## config.mk

```make
export PLATFORM = sky130hd
export DESIGN_NAME = prim_ram_1p_arb_flat
export DESIGN_NICKNAME = d
export VERILOG_FILES = /design/src/rtl/prim_ram_1p_arb_if.sv /design/src/rtl/prim_ram_1p_arb.sv /design/src/flat_wrapper.sv
export SDC_FILE = /design/constraint.sdc
export NUM_CORES = 1
export LEC_CHECK = 0
export ABC_CLOCK_PERIOD_IN_PS = 1100
export BUFFER_PORTS_ARGS = -buffer_cell sky130_fd_sc_hd__buf_2
export CORE_AREA = 2 2 126 128
export CTS_CLUSTER_DIAMETER = 50
export DETAILED_ROUTE_END_ITERATION = 10
export DIE_AREA = 0 0 128 130
export HOLD_SLACK_MARGIN = 0.12
export MAX_ROUTING_LAYER = met4
export SLEW_MARGIN = 15
export SYNTH_ARGS = -nofsm -noshare
export SYNTH_HDL_FRONTEND = slang
export SYNTH_SLANG_ARGS = --single-unit
export TNS_END_PERCENT = 50
```

## constraint.sdc

```tcl
create_clock -name clk_i -period 1.1 [get_ports clk_i]
set_input_delay 0.11 -clock clk_i [delete_from_list [all_inputs] [get_ports clk_i]]
set_output_delay 0.11 -clock clk_i [all_outputs]
set_load 0.02 [all_outputs]
```

## src/rtl/prim_ram_1p_arb_if.sv

```systemverilog
// prim_ram_1p_arb_if: requester A/B request/response signals plus the shared RAM port.
// slave is the arbiter's view; master is the view of the requesters and the RAM macro.
interface prim_ram_1p_arb_if #(
   parameter int Width = 32,
   parameter int Depth = 128
);
   localparam int Aw = $clog2(Depth);

   logic             a_req_i;
   logic             a_gnt_o;
   logic             a_write_i;
   logic [Aw-1:0]    a_addr_i;
   logic [Width-1:0] a_wdata_i;
   logic [Width-1:0] a_wmask_i;
   logic             a_rvalid_o;
   logic [Width-1:0] a_rdata_o;

   logic             b_req_i;
   logic             b_gnt_o;
   logic             b_write_i;
   logic [Aw-1:0]    b_addr_i;
   logic [Width-1:0] b_wdata_i;
   logic [Width-1:0] b_wmask_i;
   logic             b_rvalid_o;
   logic [Width-1:0] b_rdata_o;

   logic             ram_req_o;
   logic             ram_write_o;
   logic [Aw-1:0]    ram_addr_o;
   logic [Width-1:0] ram_wdata_o;
   logic [Width-1:0] ram_wmask_o;
   logic [Width-1:0] ram_rdata_i;

   modport slave (
      input  a_req_i, a_write_i, a_addr_i, a_wdata_i, a_wmask_i,
      output a_gnt_o, a_rvalid_o, a_rdata_o,
      input  b_req_i, b_write_i, b_addr_i, b_wdata_i, b_wmask_i,
      output b_gnt_o, b_rvalid_o, b_rdata_o,
      output ram_req_o, ram_write_o, ram_addr_o, ram_wdata_o, ram_wmask_o,
      input  ram_rdata_i
   );

   modport master (
      output a_req_i, a_write_i, a_addr_i, a_wdata_i, a_wmask_i,
      input  a_gnt_o, a_rvalid_o, a_rdata_o,
      output b_req_i, b_write_i, b_addr_i, b_wdata_i, b_wmask_i,
      input  b_gnt_o, b_rvalid_o, b_rdata_o,
      input  ram_req_o, ram_write_o, ram_addr_o, ram_wdata_o, ram_wmask_o,
      output ram_rdata_i
   );
endinterface

```

## src/rtl/prim_ram_1p_arb.sv

```systemverilog
// prim_ram_1p_arb: round-robin, same-cycle-grant arbiter sharing one 1-cycle-latency RAM port between A and B.
// Define PRIM_RAM_ARB_RDATA_REG_EN to register rvalid/rdata per port (read data at T+2 instead of T+1).
module prim_ram_1p_arb #(
   parameter int Width = 32,
   parameter int Depth = 128
) (
   input  logic             clk_i,
   input  logic             rst_ni,
   prim_ram_1p_arb_if.slave bus
);
   localparam int Aw = $clog2(Depth);

   typedef enum logic {
      PORT_A = 1'b0,
      PORT_B = 1'b1
   } port_e;

   port_e            prio_q, prio_d;
   logic             a_gnt, b_gnt;
   logic             ram_req, ram_write;
   logic [Aw-1:0]    ram_addr;
   logic [Width-1:0] ram_wdata, ram_wmask;
   logic             id0_valid_q;
   port_e            id0_owner_q;

   // A tie goes to prio_q; after any grant the loser becomes the next tie winner.
   always_comb begin
      a_gnt  = bus.a_req_i & (~bus.b_req_i | (prio_q == PORT_A));
      b_gnt  = bus.b_req_i & (~bus.a_req_i | (prio_q == PORT_B));
      prio_d = prio_q;
      if (a_gnt) begin
         prio_d = PORT_B;
      end else if (b_gnt) begin
         prio_d = PORT_A;
      end
   end

   always_ff @(posedge clk_i or negedge rst_ni) begin
      if (!rst_ni) begin
         prio_q <= PORT_A;
      end else begin
         prio_q <= prio_d;
      end
   end

   always_comb begin
      ram_write = 1'b0;
      ram_addr  = '0;
      ram_wdata = '0;
      ram_wmask = '0;
      if (a_gnt) begin
         ram_write = bus.a_write_i;
         ram_addr  = bus.a_addr_i;
         ram_wdata = bus.a_wdata_i;
         ram_wmask = bus.a_wmask_i;
      end else if (b_gnt) begin
         ram_write = bus.b_write_i;
         ram_addr  = bus.b_addr_i;
         ram_wdata = bus.b_wdata_i;
         ram_wmask = bus.b_wmask_i;
      end
   end

   assign ram_req         = a_gnt | b_gnt;
   assign bus.a_gnt_o     = a_gnt;
   assign bus.b_gnt_o     = b_gnt;
   assign bus.ram_req_o   = ram_req;
   assign bus.ram_write_o = ram_write;
   assign bus.ram_addr_o  = ram_addr;
   assign bus.ram_wdata_o = ram_wdata;
   assign bus.ram_wmask_o = ram_wmask;

   // Stage 0 lines up with the RAM's read latency: it names the owner of ram_rdata_i next cycle.
   always_ff @(posedge clk_i or negedge rst_ni) begin
      if (!rst_ni) begin
         id0_valid_q <= 1'b0;
         id0_owner_q <= PORT_A;
      end else begin
         id0_valid_q <= ram_req & ~ram_write;
         id0_owner_q <= b_gnt ? PORT_B : PORT_A;
      end
   end

`ifdef PRIM_RAM_ARB_RDATA_REG_EN
   logic             id1_valid_q;
   port_e            id1_owner_q;
   logic [Width-1:0] a_rdata_q, b_rdata_q;

   always_ff @(posedge clk_i or negedge rst_ni) begin
      if (!rst_ni) begin
         id1_valid_q <= 1'b0;
         id1_owner_q <= PORT_A;
         a_rdata_q   <= '0;
         b_rdata_q   <= '0;
      end else begin
         id1_valid_q <= id0_valid_q;
         id1_owner_q <= id0_owner_q;
         if (id0_valid_q && (id0_owner_q == PORT_A)) begin
            a_rdata_q <= bus.ram_rdata_i;
         end
         if (id0_valid_q && (id0_owner_q == PORT_B)) begin
            b_rdata_q <= bus.ram_rdata_i;
         end
      end
   end

   assign bus.a_rvalid_o = id1_valid_q & (id1_owner_q == PORT_A);
   assign bus.b_rvalid_o = id1_valid_q & (id1_owner_q == PORT_B);
   assign bus.a_rdata_o  = a_rdata_q;
   assign bus.b_rdata_o  = b_rdata_q;
`else
   assign bus.a_rvalid_o = id0_valid_q & (id0_owner_q == PORT_A);
   assign bus.b_rvalid_o = id0_valid_q & (id0_owner_q == PORT_B);
   assign bus.a_rdata_o  = bus.ram_rdata_i;
   assign bus.b_rdata_o  = bus.ram_rdata_i;
`endif

endmodule

```

## src/flat_wrapper.sv

```systemverilog
// flat-port wrapper written by rule: the top's interface ports become plain ports
module prim_ram_1p_arb_flat 
#(
   parameter int Width = 32,
   parameter int Depth = 128
)
  (clk_i, rst_ni, bus_a_req_i, bus_a_write_i, bus_a_addr_i, bus_a_wdata_i, bus_a_wmask_i, bus_a_gnt_o, bus_a_rvalid_o, bus_a_rdata_o, bus_b_req_i, bus_b_write_i, bus_b_addr_i, bus_b_wdata_i, bus_b_wmask_i, bus_b_gnt_o, bus_b_rvalid_o, bus_b_rdata_o, bus_ram_req_o, bus_ram_write_o, bus_ram_addr_o, bus_ram_wdata_o, bus_ram_wmask_o, bus_ram_rdata_i);
  prim_ram_1p_arb_if #(.Width(Width), .Depth(Depth)) bus_i ();
  input  logic clk_i;
  input  logic rst_ni;
  input wire logic [$bits(bus_i.a_req_i)-1:0] bus_a_req_i;
  input wire logic [$bits(bus_i.a_write_i)-1:0] bus_a_write_i;
  input wire logic [$bits(bus_i.a_addr_i)-1:0] bus_a_addr_i;
  input wire logic [$bits(bus_i.a_wdata_i)-1:0] bus_a_wdata_i;
  input wire logic [$bits(bus_i.a_wmask_i)-1:0] bus_a_wmask_i;
  output wire logic [$bits(bus_i.a_gnt_o)-1:0] bus_a_gnt_o;
  output wire logic [$bits(bus_i.a_rvalid_o)-1:0] bus_a_rvalid_o;
  output wire logic [$bits(bus_i.a_rdata_o)-1:0] bus_a_rdata_o;
  input wire logic [$bits(bus_i.b_req_i)-1:0] bus_b_req_i;
  input wire logic [$bits(bus_i.b_write_i)-1:0] bus_b_write_i;
  input wire logic [$bits(bus_i.b_addr_i)-1:0] bus_b_addr_i;
  input wire logic [$bits(bus_i.b_wdata_i)-1:0] bus_b_wdata_i;
  input wire logic [$bits(bus_i.b_wmask_i)-1:0] bus_b_wmask_i;
  output wire logic [$bits(bus_i.b_gnt_o)-1:0] bus_b_gnt_o;
  output wire logic [$bits(bus_i.b_rvalid_o)-1:0] bus_b_rvalid_o;
  output wire logic [$bits(bus_i.b_rdata_o)-1:0] bus_b_rdata_o;
  output wire logic [$bits(bus_i.ram_req_o)-1:0] bus_ram_req_o;
  output wire logic [$bits(bus_i.ram_write_o)-1:0] bus_ram_write_o;
  output wire logic [$bits(bus_i.ram_addr_o)-1:0] bus_ram_addr_o;
  output wire logic [$bits(bus_i.ram_wdata_o)-1:0] bus_ram_wdata_o;
  output wire logic [$bits(bus_i.ram_wmask_o)-1:0] bus_ram_wmask_o;
  input wire logic [$bits(bus_i.ram_rdata_i)-1:0] bus_ram_rdata_i;
  assign bus_i.a_req_i = bus_a_req_i;
  assign bus_i.a_write_i = bus_a_write_i;
  assign bus_i.a_addr_i = bus_a_addr_i;
  assign bus_i.a_wdata_i = bus_a_wdata_i;
  assign bus_i.a_wmask_i = bus_a_wmask_i;
  assign bus_a_gnt_o = bus_i.a_gnt_o;
  assign bus_a_rvalid_o = bus_i.a_rvalid_o;
  assign bus_a_rdata_o = bus_i.a_rdata_o;
  assign bus_i.b_req_i = bus_b_req_i;
  assign bus_i.b_write_i = bus_b_write_i;
  assign bus_i.b_addr_i = bus_b_addr_i;
  assign bus_i.b_wdata_i = bus_b_wdata_i;
  assign bus_i.b_wmask_i = bus_b_wmask_i;
  assign bus_b_gnt_o = bus_i.b_gnt_o;
  assign bus_b_rvalid_o = bus_i.b_rvalid_o;
  assign bus_b_rdata_o = bus_i.b_rdata_o;
  assign bus_ram_req_o = bus_i.ram_req_o;
  assign bus_ram_write_o = bus_i.ram_write_o;
  assign bus_ram_addr_o = bus_i.ram_addr_o;
  assign bus_ram_wdata_o = bus_i.ram_wdata_o;
  assign bus_ram_wmask_o = bus_i.ram_wmask_o;
  assign bus_i.ram_rdata_i = bus_ram_rdata_i;
  prim_ram_1p_arb #(.Width(Width), .Depth(Depth)) u_core (.clk_i(clk_i), .rst_ni(rst_ni), .bus(bus_i));
endmodule
```

After elaboration in Yosys (flattened, before gate mapping). Index checks and enable logic that the tools add are counted.

Bits in registers: 3. Output and inout bits: 141. Logic and storage cells: 28.

Multiplexer cells: 11. Bitwise operators: 13. Reduce and logical (&&, ||, !) cells: 1.

Operator list (number): 2-to-1 mux 32 bit (4); 2-to-1 mux 7 bit (2); AND 1 bit (5); 2-to-1 mux 1 bit (5); NOT 1 bit (5); bitwise OR 1 bit (3); nonzero test 2 bit (1).

Longest topological paths before layout.
Depth after elaboration: 7. Mapped depth: 4. Mapped depth without buffers: 2.

Worst setup path before layout. OpenSTA, ideal clock, no wires.

Path type: register -> output. From: register u_core.prio_q. To: output port bus_ram_wdata_o[18]. Arrival time: 1.109 ns. Slack: -0.119 ns. Stages on the path, launching flop included: 5. Path buffers: 2. Cells stage by stage: dfrtp_1 nand2b_4 buf_6 buf_6 a32o_1.

Cells in the longest elaborated chain, start to end: 4.

Ends and longest elaborated chain: from (decl) (RTL line prim_ram_1p_arb.sv:18) `port_e prio_q, prio_d;`; from (signal assigned) (RTL line prim_ram_1p_arb.sv:42) `prio_q <= prio_d;`; bitwise OR 1 bit or NOT 1 bit (tied branches) (RTL line prim_ram_1p_arb.sv:29, prim_ram_1p_arb.sv:28); AND 1 bit or bitwise OR 1 bit (tied branches) (RTL line prim_ram_1p_arb.sv:29, prim_ram_1p_arb.sv:28); 2-to-1 mux 32 bit or AND 1 bit (tied branches) (RTL line prim_ram_1p_arb.sv:56, prim_ram_1p_arb.sv:28); 2-to-1 mux 32 bit (*) (RTL line prim_ram_1p_arb.sv:51) `if (a_gnt) begin`; to (decl) (RTL line flat_wrapper.sv:30) `output wire logic [$bits(bus_i.ram_wdata_o)-1:0] bus_ram_wdata_o;`.

Every way passes the cells marked *; elsewhere a longest branch is shown, timed or not.

Worst setup path after layout.
From: register u_core.prio_q. To: output port bus_ram_wmask_o[25].

Cells in the longest elaborated chain, start to end: 4.

Ends and longest elaborated chain: bitwise OR 1 bit or NOT 1 bit (tied branches) (RTL line prim_ram_1p_arb.sv:29, prim_ram_1p_arb.sv:28); AND 1 bit or bitwise OR 1 bit (tied branches) (RTL line prim_ram_1p_arb.sv:29, prim_ram_1p_arb.sv:28); 2-to-1 mux 32 bit or AND 1 bit (tied branches) (RTL line prim_ram_1p_arb.sv:56, prim_ram_1p_arb.sv:28); 2-to-1 mux 32 bit (*) (RTL line prim_ram_1p_arb.sv:51); to (decl) (RTL line flat_wrapper.sv:31) `output wire logic [$bits(bus_i.ram_wmask_o)-1:0] bus_ram_wmask_o;`.

Marked as above.

==> results.py <==
metrics = {
    "run_status": {
        "outcome": "complete, but fails checks",
        "violations": "negative setup slack",
    },
    "clock_tree": {
        "clk_latency_ns": 0.22,
        "cts.sinks": 3,
        "clk_pin_slew_worst_paths_ns": 0.03,
        "h-tree-depth": 1,
        "cts_made_buffers": 3,
        "clock-root-buffer": "clkbuf_16",
        "clockBufferDepth": 2,
        "tritoncts": "done",
    },
    "grt": {
        "grt_max_degree": 49,
        "antenna_found_initial": 0,
        "grt-ovfl-total": 0,
        "grt_pass1_wl_um": 8730,
        "first_global_vias": 1803,
        "track_usage": 0.0682,
    },
    "power_and_ir_drop": {
        "p_switching_w": 0.00102,
        "p_comb_frac": 0.716,
        "p_seq_frac": 0.053,
        "switching_share": 0.403,
        "intPower_w": 0.00151,
        "ir_drop_v": 0.000852,
        "power_leakage_nw": 1.65,
        "clkPwrFrac": 0.231,
        "finalPower_w": 0.00254,
        "power.density_mw_per_mm2": 895,
    },
    "setup_path": {
        "worstSetupPathType": "reg2out",
        "crit_fanout": 36,
        "critical_path_required_ns": 0.99,
        "crit_path_end_kind": "primary output",
        "arrival_ns": 1.44,
        "critPathLaunchType": "register",
    },
    "place": {
        "place_congestion": 0.791,
        "place_area_mm2": 0.00247,
        "io_buffers": 224,
        "place_ws_ns": -0.213,
        "dp_hpwl_um": 5660,
    },
    "layout": {
        "antennaDiodeCount": 0,
        "final_cell_mix": "188 x buf_2, 60 x a32o_2, 29 x buf_6",
        "mostFrequentLayoutCell": "buf_2",
        "fillers": 1717,
        "drive_gt1_frac": 0.921,
        "multi_input_area_um2": 868,
        "fin_area_mm2": 0.00283,
        "syn2layout_area_growth_pct": 78.5,
        "fin_nets": 512,
        "seq_area_um2": 75.1,
    },
    "floorplanning": {
        "io_pins": 321,
        "rows": 46,
        "core-area_mm2": 0.0154,
        "die_y_um": 130,
        "die_area_mm2": 0.0166,
        "initial_core_util": 0.103,
        "die_w_um": 128,
    },
    "sta": {
        "finalMaxSlewViolations": 0,
        "grt_setup_unrepaired": "true",
        "max_freq_mhz": 644,
        "worst_pin_slew_ns": 0.233,
        "finalHoldViolations": 0,
        "period_minus_slack_ns": 1.55,
        "setup_viol": 75,
        "min_period_over_period": 1.41,
        "fin_tns_setup_ns": -31.16,
        "finClkSkew_ns": 0.00137,
        "relSlewSlack": 0.844,
        "fin_ws_ns": -0.452,
    },
    "hold_path": {
        "hp-class": "in2async",
    },
    "detailed_routing": {
        "drt_iter0_drc": 79,
        "ant_nets": 0,
        "wirelength_um": 7630,
        "drc": 0,
        "detailedRoute.firstPassIterationCount": 4,
        "routedWlPerCell_um": 14.6,
        "routed-via-count": 2115,
        "vias_per_cell": 4.04,
    },
    "yosys": {
        "syn_nets": 354,
        "yosys.cell_types.count": 15,
        "ys_seq_elements": 3,
        "synthCells": 174,
        "syn_avg_cell_area_um2": 9.13,
        "yosys_warnings": 0,
        "netlist_area_mm2": 0.00159,
        "yosysSeqAreaShare": 0.0473,
    },
    "run": {
        "maxCapViolCount": 0,
    },
}
## state kept, by name, indices dropped and copies added, names as in the netlist
| register | flops |
|---|---|
| u_core.prio_q | 1 |
| u_core.id0_owner_q | 1 |
| u_core.id0_valid_q | 1 |
## cell type report
cell class,count,area share
tap,192,0.0848
clock buffer,4,0.0278
inverter,3,0.00397
timing repair buffer,241,0.551
sequential,3,0.0265
multi-input combinational,80,0.306
## cells in the mapped netlist
cell type	count	area [µm²]
buf_4	64	480
a32o_1	53	531
a32o_2	20	225
buf_6	9	101
buf_2	6	30.0
clkbuf_1	5	18.8
buf_8	4	60.1
dfrtp_1	3	75.1
inv_1	3	11.3
and2_1	2	12.5
a21boi_2	1	11.3
nand2b_4	1	13.8
nor2b_1	1	6.26
o21ai_1	1	5.00
or2_1	1	6.26
## per-stage QoR
step / utilization / cells / hold slack [ns]
detailed placement: 0.160 / 514 / -0.0866
floorplan: - / 174 / -0.186
CTS: 0.166 / 519 / 0.209
global placement: 0.160 / 514 / -0.0902
finish: 0.184 / 523 / 0.206
global route: 0.184 / 523 / 0.209
## cells by family after synthesis
| family | synth area share |
|---|---|
| compound gates | 0.486 |
| simple gates | 0.0244 |
| flops | 0.0473 |
| buf+inv | 0.442 |
## path summary, 6_finish.rpt
check,startpoint,to,slack [ns],cells past startpoint
max in group asynchronous,rst_ni,u_core.id0_valid_q,0.78,2
min in group clk_i,bus_a_write_i,u_core.id0_valid_q,0.21,3
max reg2reg,u_core.prio_q,u_core.id0_valid_q,-0.07,3
min,rst_ni,u_core.prio_q,0.21,2
min reg2reg,u_core.prio_q,u_core.prio_q,0.57,2
max,u_core.prio_q,bus_ram_wmask_o[25],-0.45,4
## what timing repair did
action	in CTS	in global routing
hold buffers	1	0
resized for setup	3	74
gates cloned	0	2
pin swaps	0	2
endpoints found under the setup margin	75	75
buffers inserted	0	2
endpoints found under the hold margin	3	0
## per-layer routing
metal  part of all wire  track usage  vias to the layer above
met5                  0            -                        -
met4              0.034       0.0330                        0
met3              0.084       0.0135                       38
met2               0.53        0.132                      123
met1               0.35       0.0645                      986
li1                   -            -                      968
## power groups by stage
stage	Combinational [W]	Sequential (W)	Clock [W]
global placement	0.00157	0.000134	0
CTS	0.00159	0.000134	0.000596
finish	0.00182	0.000133	0.000587
floorplan	0.00133	0.000131	0
global route	0.00192	0.000135	0.000611
detailed placement	0.00157	0.000134	0
## critical path, stage by stage (launching register included)
cell and delay, ns:
dfrtp_1 0.40, nand2b_4 0.19, buf_12 0.17, a32o_2 0.28, buf_2 0.16
Power figures use the tool's default switching activity.
